==> config.mk <==
export PLATFORM = sky130hd
export DESIGN_NAME = seq_divider
export DESIGN_NICKNAME = d
export VERILOG_FILES = /design/src/rtl/rv32_pkg.sv /design/src/rtl/seq_divider_step.sv /design/src/rtl/seq_divider.sv
export SDC_FILE = /design/constraint.sdc
export NUM_CORES = 1
export LEC_CHECK = 0
export ABC_AREA = 1
export CAP_MARGIN = 30
export CORE_MARGIN = 8
export CORE_UTILIZATION = 60
export CTS_BUF_LIST = sky130_fd_sc_hd__clkbuf_8
export DETAILED_ROUTE_END_ITERATION = 8
export GPL_ROUTABILITY_DRIVEN = 0
export GPL_TIMING_DRIVEN = 0
export PLACE_DENSITY = 0.93
export SLEW_MARGIN = 25
export SYNTH_ARGS = -nofsm -noshare
export SYNTH_HDL_FRONTEND = slang
export SYNTH_SLANG_ARGS = --single-unit
==> constraint.sdc <==
create_clock -name clk -period 28.3 [get_ports clk]
set_input_delay 4.245 -clock clk [delete_from_list [all_inputs] [get_ports clk]]
set_output_delay 4.245 -clock clk [all_outputs]
set_load 0.02 [all_outputs]
==> src/rtl/rv32_pkg.sv <==
`default_nettype none
// ============================================================================
//  Module      : rv32_pkg
//  Description : Shared RV32 execute-stage types and constants.
//                Holds the divider opcode and state encodings, the divider
//                special-case constants, and the carry-lookahead adder used
//                by the divider subtract path.
//  Revision    : 1.0 - initial release
// ============================================================================
package rv32_pkg;

  // Divider opcode, ordered to match the funct3 low bits of DIV/DIVU/REM/REMU
  typedef enum logic [1:0] {
    DIV_OP_DIV  = 2'b00,
    DIV_OP_DIVU = 2'b01,
    DIV_OP_REM  = 2'b10,
    DIV_OP_REMU = 2'b11
  } div_op_e;

  // Divider control states
  typedef enum logic [1:0] {
    IDLE = 2'b00,
    CALC = 2'b01,
    DONE = 2'b10
  } div_state_e;

  // Dividend that overflows signed division when divided by -1
  localparam logic [31:0] DIV_OVF_DIVIDEND = 32'h8000_0000;
  // Quotient returned for division by zero
  localparam logic [31:0] DIV_BY_ZERO_Q    = '1;

  // Width of the generic adder; callers zero-extend and truncate by cast
  localparam int CLA_W = 64;

  // Generate/propagate adder; subtraction is cla_add(a, ~b, 1'b1)
  function automatic logic [CLA_W-1:0] cla_add(
    input logic [CLA_W-1:0] a,
    input logic [CLA_W-1:0] b,
    input logic             cin
  );
    logic [CLA_W-1:0] g;
    logic [CLA_W-1:0] p;
    logic [CLA_W-1:0] c;
    g    = a & b;
    p    = a ^ b;
    c    = '0;
    c[0] = cin;
    for (int i = 0; i < CLA_W - 1; i++) begin
      c[i+1] = g[i] | (p[i] & c[i]);
    end
    return p ^ c;
  endfunction

endpackage
`default_nettype wire

==> src/rtl/seq_divider_step.sv <==
`default_nettype none
// ============================================================================
//  Module      : div_step
//  Description : One radix-2 restoring division iteration. Shifts the next
//                dividend bit into the partial remainder, trial-subtracts the
//                divisor, and keeps the difference when it is non-negative.
//  Revision    : 1.0 - initial release
// ============================================================================
module div_step
  import rv32_pkg::*;
#(
  parameter int XLEN = 32
) (
  input  logic [XLEN-1:0] rem,
  input  logic            dq_msb,
  input  logic [XLEN-1:0] divisor,
  output logic [XLEN-1:0] next_rem,
  output logic            q_bit
);

  // The shifted remainder keeps its top bit so unsigned divisors at or above
  // 2^(XLEN-1) still compare correctly; the difference carries a sign bit.
  logic [XLEN:0]   w_shifted;
  logic [XLEN+1:0] w_diff;
  logic            w_unused_bits;

  assign w_shifted = {rem, dq_msb};
  assign w_diff    = (XLEN+2)'(cla_add(CLA_W'(w_shifted), ~CLA_W'(divisor), 1'b1));

  // A clear sign bit means the divisor fits: take the difference, emit a 1
  assign q_bit    = ~w_diff[XLEN+1];
  assign next_rem = q_bit ? w_diff[XLEN-1:0] : w_shifted[XLEN-1:0];

  // Bit XLEN of either value is zero whenever it would be selected
  assign w_unused_bits = w_diff[XLEN] ^ w_shifted[XLEN];

endmodule
`default_nettype wire

==> src/rtl/seq_divider.sv <==
`default_nettype none
// ============================================================================
//  Module      : seq_divider
//  Description : Multi-cycle radix-2 restoring divider for RV32M
//                DIV/DIVU/REM/REMU with valid/ready handshakes on both sides.
//                Optional macro DIV_EARLY_OUT_EN: finish immediately when
//                |dividend| < |divisor|.
//  Revision    : 1.0 - initial release
// ============================================================================
module seq_divider
  import rv32_pkg::*;
#(
  parameter int XLEN  = 32,
  parameter int CNT_W = $clog2(XLEN) + 1
) (
  input  logic            clk,
  input  logic            rst_n,
  input  logic            flush,
  input  logic            in_valid,
  output logic            in_ready,
  input  logic [1:0]      op,
  input  logic [XLEN-1:0] dividend,
  input  logic [XLEN-1:0] divisor,
  output logic            out_valid,
  input  logic            out_ready,
  output logic [XLEN-1:0] result,
  output logic            busy
);

  div_state_e       r_state;
  div_state_e       w_state_nxt;
  logic [CNT_W-1:0] r_cnt;
  div_op_e          r_op;
  logic [XLEN-1:0]  r_rem;
  logic [XLEN-1:0]  r_dq;
  logic [XLEN-1:0]  r_div_abs;
  logic             r_q_neg;
  logic             r_r_neg;

  logic             w_accept;
  logic             w_signed;
  logic             w_a_neg;
  logic             w_b_neg;
  logic [XLEN-1:0]  w_a_abs;
  logic [XLEN-1:0]  w_b_abs;
  logic             w_div_zero;
  logic             w_ovf;
  logic             w_early;
  logic             w_short;
  logic [XLEN-1:0]  w_short_q;
  logic [XLEN-1:0]  w_short_r;
  logic [XLEN-1:0]  w_step_rem;
  logic             w_step_q;
  logic [XLEN-1:0]  w_q_fix;
  logic [XLEN-1:0]  w_r_fix;
  logic             w_is_rem;

  // ---------------------------------------------------------------- operands
  assign in_ready  = (r_state == IDLE);
  assign busy      = (r_state != IDLE);
  assign out_valid = (r_state == DONE);
  assign w_accept  = in_valid && in_ready && !flush;

  // Signed ops (DIV, REM) have op[0] clear
  assign w_signed   = ~op[0];
  assign w_a_neg    = w_signed & dividend[XLEN-1];
  assign w_b_neg    = w_signed & divisor[XLEN-1];
  assign w_a_abs    = w_a_neg ? -dividend : dividend;
  assign w_b_abs    = w_b_neg ? -divisor  : divisor;
  assign w_div_zero = (divisor == '0);
  assign w_ovf      = w_signed && (dividend == XLEN'(DIV_OVF_DIVIDEND))
                               && (divisor  == XLEN'(DIV_BY_ZERO_Q));

`ifdef DIV_EARLY_OUT_EN
  assign w_early = !w_div_zero && (w_a_abs < w_b_abs);
`else
  assign w_early = 1'b0;
`endif

  assign w_short = w_div_zero | w_ovf | w_early;

  // Quotient/remainder for cases resolved without iterating (early-out default)
  always_comb begin
    w_short_q = '0;
    w_short_r = dividend;
    if (w_div_zero) begin
      w_short_q = XLEN'(DIV_BY_ZERO_Q);
      w_short_r = dividend;
    end else if (w_ovf) begin
      w_short_q = XLEN'(DIV_OVF_DIVIDEND);
      w_short_r = '0;
    end
  end

  // --------------------------------------------------------------- iteration
  div_step #(
    .XLEN (XLEN)
  ) u_div_step (
    .rem      (r_rem),
    .dq_msb   (r_dq[XLEN-1]),
    .divisor  (r_div_abs),
    .next_rem (w_step_rem),
    .q_bit    (w_step_q)
  );

  // ----------------------------------------------------------------- control
  // State register
  always_ff @(posedge clk or negedge rst_n) begin
    if (!rst_n) begin
      r_state <= IDLE;
    end else begin
      r_state <= w_state_nxt;
    end
  end

  // Next-state logic; flush overrides every handshake
  always_comb begin
    w_state_nxt = r_state;
    if (flush) begin
      w_state_nxt = IDLE;
    end else begin
      case (r_state)
        IDLE:    if (in_valid) w_state_nxt = w_short ? DONE : CALC;
        CALC:    if (r_cnt == '0) w_state_nxt = DONE;
        DONE:    if (out_ready) w_state_nxt = IDLE;
        default: w_state_nxt = IDLE;
      endcase
    end
  end

  // Operand capture and one quotient bit per CALC cycle into the dq register
  always_ff @(posedge clk or negedge rst_n) begin
    if (!rst_n) begin
      r_cnt     <= '0;
      r_op      <= DIV_OP_DIV;
      r_rem     <= '0;
      r_dq      <= '0;
      r_div_abs <= '0;
      r_q_neg   <= 1'b0;
      r_r_neg   <= 1'b0;
    end else if (flush) begin
      r_cnt <= '0;
    end else if (w_accept) begin
      r_op      <= div_op_e'(op);
      r_div_abs <= w_b_abs;
      r_cnt     <= CNT_W'(XLEN - 1);
      if (w_short) begin
        r_dq    <= w_short_q;
        r_rem   <= w_short_r;
        r_q_neg <= 1'b0;
        r_r_neg <= 1'b0;
      end else begin
        r_dq    <= w_a_abs;
        r_rem   <= '0;
        r_q_neg <= w_a_neg ^ w_b_neg;
        r_r_neg <= w_a_neg;
      end
    end else if (r_state == CALC) begin
      r_rem <= w_step_rem;
      r_dq  <= {r_dq[XLEN-2:0], w_step_q};
      if (r_cnt != '0) r_cnt <= r_cnt - CNT_W'(1);
    end
  end

  // ------------------------------------------------------------- sign fixup
  assign w_q_fix  = r_q_neg ? -r_dq  : r_dq;
  assign w_r_fix  = r_r_neg ? -r_rem : r_rem;
  assign w_is_rem = (r_op == DIV_OP_REM) || (r_op == DIV_OP_REMU);
  assign result   = w_is_rem ? w_r_fix : w_q_fix;

endmodule
`default_nettype wire

==> impl_metrics.ini, run 1 <==
[grt]
use_met3_pct = 9.09
grt.busiest_layer = met2
groute.layer.met2.usage_pct = 53.1
grt_max_degree = 69
antenna_found_initial = 1
grt_pass1_wl_mm = 57.6
grt_overflow = 0
grt_usage_pct = 33.5
gr-usage-met1_pct = 39.0
grt_pass1_vias = 11600

[worst_hold_path]
worstHoldStart = r_dq[21]$_DFFE_PN0P_
min_path_type = flop to flop
hold_depth = 2
holdPathEnd = r_dq[21]$_DFFE_PN0P_

[yosys]
ys_seq_area_share_pct = 26.2
ys_ff_latch = 107
synth_fp_nets = 1702
synth_top_family_by_area = simple AND/OR/NAND/NOR gates
synth_xor_area_share_pct = 2.75
muxShareOfSynthArea_pct = 0
synth_compound_area_share_pct = 18.4
ys_warn_count = 0
synth.cell_area_sq_mm = 0.0102
synth-async-reset-ratio_pct = 100
syn_inst = 1592
synth_cell_types = 45
synth_fa_ha_area_share_pct = 7.06
synth_ff_type = dfrtp_1
syn_avg_cell_area_sq_um = 6.41
synthSimpleGateAreaFrac_pct = 36.8
synth_edf_count = 0

[pwr]
p_seq_share_pct = 26.0
p_switching_uw = 599
p_int_uw = 535
combPwrFrac_pct = 65.3
powerDensity_mw_per_mm2 = 96.4
clkPwrFrac_pct = 8.6
irDropWorstVdd_mv = 0.0475
p_sw_share_pct = 52.8
p_leak_uw = 0.00520

[placed_design]
placed_cells = 1918
dp_hpwl_mm = 28.7
dp_slack_ns = 14.38
post_dp_cell_area_sq_mm = 0.0116
port_buffers = 105

[setup_path]
path_max_fanout = 10
start_kind = flop
r2r_end = r_rem[30]$_DFFE_PN0P_
slowest_stage = fa_1
rr_worst_depth = 40
arrival_ns = 14.38
criticalPathCategory = flop to flop
required_ns = 28.59
timing.rr.start = r_dq[31]$_DFFE_PN0P_
crit_path_frequent_cell = fa_1
rrSetupSlack_ns = 14.21
max_stage_delay_ns = 0.43
end_kind = flop

[clock_tree]
ctsHoldBuffers = 0
numCtsBuffers = 9
tritoncts = built
post_cts_buffers = 0
clk_path_buf_depth = 2
cts_resized = 0
clk_latency_ns = 0.41
numClockSinks = 107
cts_root_buf = clkbuf_8
cts.clk_slew.worst_paths_ns = 0.12
ctsHtreeMaxLevel = 3

[floorplan]
rows = 47
die_x_microns = 146
die_height_microns = 146
start_util_pct = 61.5
core_sq_mm = 0.0166
io_pins = 106
dieArea_sq_mm = 0.0214

[timing]
hold_viol_final = 0
fmax_mhz = 71.0
fin_crit_sh_pct = 49.8
finalClockSkew_ns = 0.0235
setup_viol = 0
tns_ns = 0
rsz0062_at_grt = false
slew_violations = 0
setup_slack_ns = 14.21
period_minus_slack_ns = 14.09
relSlewSlack_pct = 42.6
worstMarginPinSlew_ns = 0.852

[cells_and_area]
syn_to_final_growth_pct = 15.2
nFillCells = 1423
fin_area_sq_mm = 0.0118
post_route_cells_drive_above_1_share_pct = 5.89
antenna_cells = 0
nNetsFinal = 1819
final_cells = 1934
fin_util_pct = 70.9

[drt]
wl_per_cell_microns = 19.0
wl_mm = 36.7
drtAntennaViolNets = 0
drtIter0Drc = 1616
drc = 1
drt-pass1-iter-count = 9
viasPerCell = 6.30
vias = 12200

[status]
status = finished with violations
violations = DRC

[job]
drv_cap = 0
[worst max path at each step]
stage                     depth (start not counted)               endpoint                  from
after floorplan                                  40  r_rem[24]$_DFFE_PN0P_  r_dq[31]$_DFFE_PN0P_
after global routing                             40  r_rem[26]$_DFFE_PN0P_  r_dq[31]$_DFFE_PN0P_
after global placement                           39   r_rem[2]$_DFFE_PN0P_  r_dq[31]$_DFFE_PN0P_
after CTS                                        40  r_rem[30]$_DFFE_PN0P_  r_dq[31]$_DFFE_PN0P_
after detailed placement                         40  r_rem[27]$_DFFE_PN0P_  r_dq[31]$_DFFE_PN0P_
final                                            40  r_rem[30]$_DFFE_PN0P_  r_dq[31]$_DFFE_PN0P_
[layout by cell type (no fill, tap or decap), types with 5 or more instances in the layout]
| cell type | instances |
|---|---|
| o21ai_1 | 10 |
| nand2_1 | 467 |
| nor2_1 | 188 |
| nand3b_1 | 5 |
| a21oi_1 | 103 |
| clkdlybuf4s50_1 | 104 |
| buf_1 | 6 |
| o22ai_1 | 8 |
| o21ai_0 | 138 |
| clkbuf_8 | 10 |
| nor3_1 | 29 |
| xnor2_1 | 11 |
| nor2_4 | 6 |
| xor2_1 | 21 |
| ha_1 | 8 |
| nor2_2 | 6 |
| buf_6 | 7 |
| clkbuf_1 | 35 |
| nand3_1 | 137 |
| a22oi_2 | 30 |
| nand2_2 | 5 |
| nand4_1 | 23 |
| inv_1 | 149 |
| dfrtp_1 | 107 |
| fa_1 | 31 |
| buf_2 | 15 |
| o211ai_1 | 9 |
[metal layers]
layer | part of all wire [%] | vias to the layer above
li1 | - | 5457
met1 | 35 | 5422
met2 | 44 | 1058
met3 | 14 | 249
met4 | 7.1 | 2
met5 | 0.030 | -
[power groups by stage]
stage	sequential (uW)	combinational, uW	clock, uW
after floorplan	274	475	0
after detailed placement	294	713	0
after CTS	291	717	95.6
after global placement	290	683	0
after global routing	302	806	102
final	295	740	98.0
[logic make-up (layout without fill, tap and decap cells)]
family          count (synthesis)  in the layout
compound gates                315            315
xor+xnor                       32             32
simple gates                  881            881
flops                         107            107
buf+inv                       218            340
fa+ha+maj                      39             39
[cells in the mapped netlist, drive strengths merged, types with 5 or more instances]
| cell | number | area, sq um |
|---|---|---|
| a21oi | 103 | 515 |
| a22oi | 33 | 398 |
| buf | 29 | 180 |
| clkbuf | 35 | 131 |
| dfrtp | 107 | 2680 |
| fa | 31 | 621 |
| ha | 8 | 100 |
| inv | 152 | 573 |
| nand2 | 474 | 1810 |
| nand3 | 140 | 723 |
| nand3b | 5 | 37.5 |
| nand4 | 23 | 144 |
| nor2 | 201 | 831 |
| nor3 | 31 | 171 |
| o211ai | 9 | 67.6 |
| o21ai | 148 | 741 |
| o22ai | 8 | 50.1 |
| xnor2 | 11 | 96.3 |
| xor2 | 21 | 184 |
[through the flow]
step	total power, uW	hold WS (ns)
2_1_floorplan	749	0.459
3_3_place_gp	972	0.491
3_5_place_dp	1010	0.492
4_1_cts	1100	0.519
5_1_grt	1210	0.536
6_report	1130	0.527
[registers in the layout, indices dropped and copies added (netlist names)]
name       flops
r_op           1
r_q_neg        1
r_r_neg        1
r_state        2
r_rem         32
r_dq          32
r_div_abs     32
r_cnt          6
[final cells by class]
type                    instances  area (sq um)  area share [%]
repair buffers                106          1080            9.19
inverters                     154           581            4.94
clock inverters                 6          56.3           0.479
plain buffers                  64           312            2.65
multi-input cells            1267          6640            56.5
clock buffers                  10           138            1.17
well taps                     220           275            2.34
flip-flops and latches        107          2680            22.8
[worst max-delay path, delay by kind of cell (launching register included)]
family                     cells  cell delay, ns
AOI/OAI and AO/OA              3            0.37
adders and majority gates     32           12.29
buffers and inverters          3            0.58
DFF                            1            0.37
and+or+nand+nor                2            0.33
(Power assumes the default switching activity.)
==> inputs of run 2 (changes only) <==
Settings changed: CORE_UTILIZATION 60 to 54, PLACE_DENSITY 0.93 to 0.89.
Clock period 28.3 ns to 12.1 ns, I/O delays scaled along.
==> run 2 against run 1 <==
Compared with the run above:
- the flow finishes with violations (DRC, setup timing)
- setup slack got worse by 14 ns
- maximum frequency increased by 15%
- first-iteration DRC count increased by 47%
- flip-flop and latch count unchanged
- critical path depth decreased by 1
- combinational power increased to 2.6 times the previous value
- largest power group unchanged
- utilization decreased by 6.4 points
- critical path type unchanged
- register-to-register slack got worse by 14 ns
- clock skew decreased by 0.0082 ns
- via count increased by 0.62%
==> impl_metrics.ini, run 2 (same netlist as run 1, synthesis figures left out) <==
[placed_design]
placed_cells = 1932
dp_hpwl_mm = 29.4
post_dp_cell_area_sq_mm = 0.0116
port_buffers = 105

[timing]
rsz0062_at_grt = true
setup_slack_ns = -0.177
fin_crit_sh_pct = 101
worstMarginPinSlew_ns = 0.840
setup_viol = 32
relSlewSlack_pct = 43.4
slew_violations = 0
whs_ns = 0.538
finalClockSkew_ns = 0.0153
period_minus_slack_ns = 12.28
hold_viol_final = 0
fmax_mhz = 81.5

[cells_and_area]
final_cells = 1951
reg.largest.list = r_div_abs: 32 flops, r_dq: 32 flops, r_rem: 32 flops
multi_input_comb_area_sq_mm = 0.00684
fin_util_pct = 64.5
post_route_cells_drive_above_1_share_pct = 10.2
nNetsFinal = 1823
layout_common_cells = 461 x nand2_1, 187 x nor2_1, 147 x inv_1
fin_area_sq_mm = 0.0120
syn_to_final_growth_pct = 17.8
nFillCells = 1652
seq_area_sq_mm = 0.00268
antenna_cells = 0
final_common_cell = nand2_1

[drt]
drt-pass1-iter-count = 9
wl_mm = 38.5
wl_per_cell_microns = 19.8
vias = 12300
drtIter0Drc = 2371
viasPerCell = 6.29
drc = 41
drtAntennaViolNets = 0

[grt]
groute.layer.met2.usage_pct = 46.9
antenna_found_initial = 0
grt_usage_pct = 31.8
grt_pass1_vias = 11600
use_met3_pct = 9.08
grt.busiest_layer = met2
grt_overflow = 0
gr-usage-met1_pct = 40.2
grt_max_degree = 73
grt_pass1_wl_mm = 59.6

[setup_path]
arrival_ns = 12.56
criticalPathCategory = flop to flop
max_stage_delay_ns = 0.44
rr_worst_depth = 39
slowest_stage = dfrtp_1
start_kind = flop
crit_buf_inv = 2
required_ns = 12.38
crit_path_frequent_cell = fa_2
crit_family = adder cells
timing.rr.start = r_div_abs[0]$_DFFE_PN0P_
r2r_end = r_rem[24]$_DFFE_PN0P_
rrSetupSlack_ns = -0.18
end_kind = flop
path_max_fanout = 10

[floorplan]
dieArea_sq_mm = 0.0236
core_sq_mm = 0.0186
io_pins = 106
die_height_microns = 153
start_util_pct = 54.7
rows = 50
die_x_microns = 153

[status]
violations = DRC, setup timing
status = finished with violations

[worst_hold_path]
min_path_type = flop to flop
holdPathEnd = r_dq[21]$_DFFE_PN0P_
hold_depth = 2
worstHoldStart = r_dq[21]$_DFFE_PN0P_

[pwr]
finalPower_uw = 2850
powerDensity_mw_per_mm2 = 237
p_leak_uw = 0.00522
irDropWorstVdd_mv = 0.132

[clock_tree]
clk_path_buf_depth = 2
ctsHtreeMaxLevel = 3
numClockSinks = 107
cts_root_buf = clkbuf_8
clk_latency_ns = 0.42
cts.clk_slew.worst_paths_ns = 0.11
tritoncts = built
numCtsBuffers = 9

[job]
drv_cap = 0
==> run 2: area by class of cell <==
type                    count  share of cell area (%)
multi-input cells        1267                    56.9
flip-flops and latches    107                    22.3
repair buffers            110                    9.23
inverters                 154                    4.83
plain buffers              64                    3.00
well taps                 234                    2.43
clock buffers               9                    1.03
clock inverters             6                   0.354
==> run 2: worst max path at each step <==
stage	startpoint	cells after the start	endpoint
after CTS	r_div_abs[0]$_DFFE_PN0P_	38	r_rem[19]$_DFFE_PN0P_
after floorplan	r_dq[31]$_DFFE_PN0P_	40	r_rem[15]$_DFFE_PN0P_
after global routing	r_div_abs[0]$_DFFE_PN0P_	38	r_rem[19]$_DFFE_PN0P_
final	r_div_abs[0]$_DFFE_PN0P_	39	r_rem[24]$_DFFE_PN0P_
after detailed placement	r_dq[31]$_DFFE_PN0P_	39	r_rem[23]$_DFFE_PN0P_
after global placement	r_dq[31]$_DFFE_PN0P_	39	r_rem[31]$_DFFE_PN0P_
==> run 2: stage by stage <==
step / worst slack, ns / setup TNS [ns]
after floorplan: 0.0348 / 0
after global placement: -0.541 / -14.23
after detailed placement: -0.700 / -21.14
after CTS: -0.164 / -4.11
after global routing: -0.439 / -11.94
final: -0.177 / -3.52
==> run 2: worst reg2reg max path, delay by kind of cell, from the launching register on <==
family	cells	cell delay, ns
adder cells (fa/ha/maj)	32	10.94
flip-flops	1	0.44
AO/OA/AOI/OAI	3	0.30
buffers and inverters	2	0.26
AND/OR/NAND/NOR	2	0.18
==> run 2: timing repair <==
item,in CTS,in global routing
pin swaps,6,10
gates resized for setup,46,48
hold buffers,0,0
endpoints found under the setup margin,33,33
cloned,1,0
buffers inserted,1,2
==> run 2: layer usage <==
metal / share of wire, % / up-vias
li1: - / 5466
met5: 0 / -
met2: 41 / 1055
met1: 36 / 5508
met4: 7.9 / 0
met3: 15 / 235
==> run 2: report_power, final <==
part	internal (uW)	switching [uW]	total [uW]
clock network	74.8	143	217
logic	754	1170	1920
registers	516	189	705
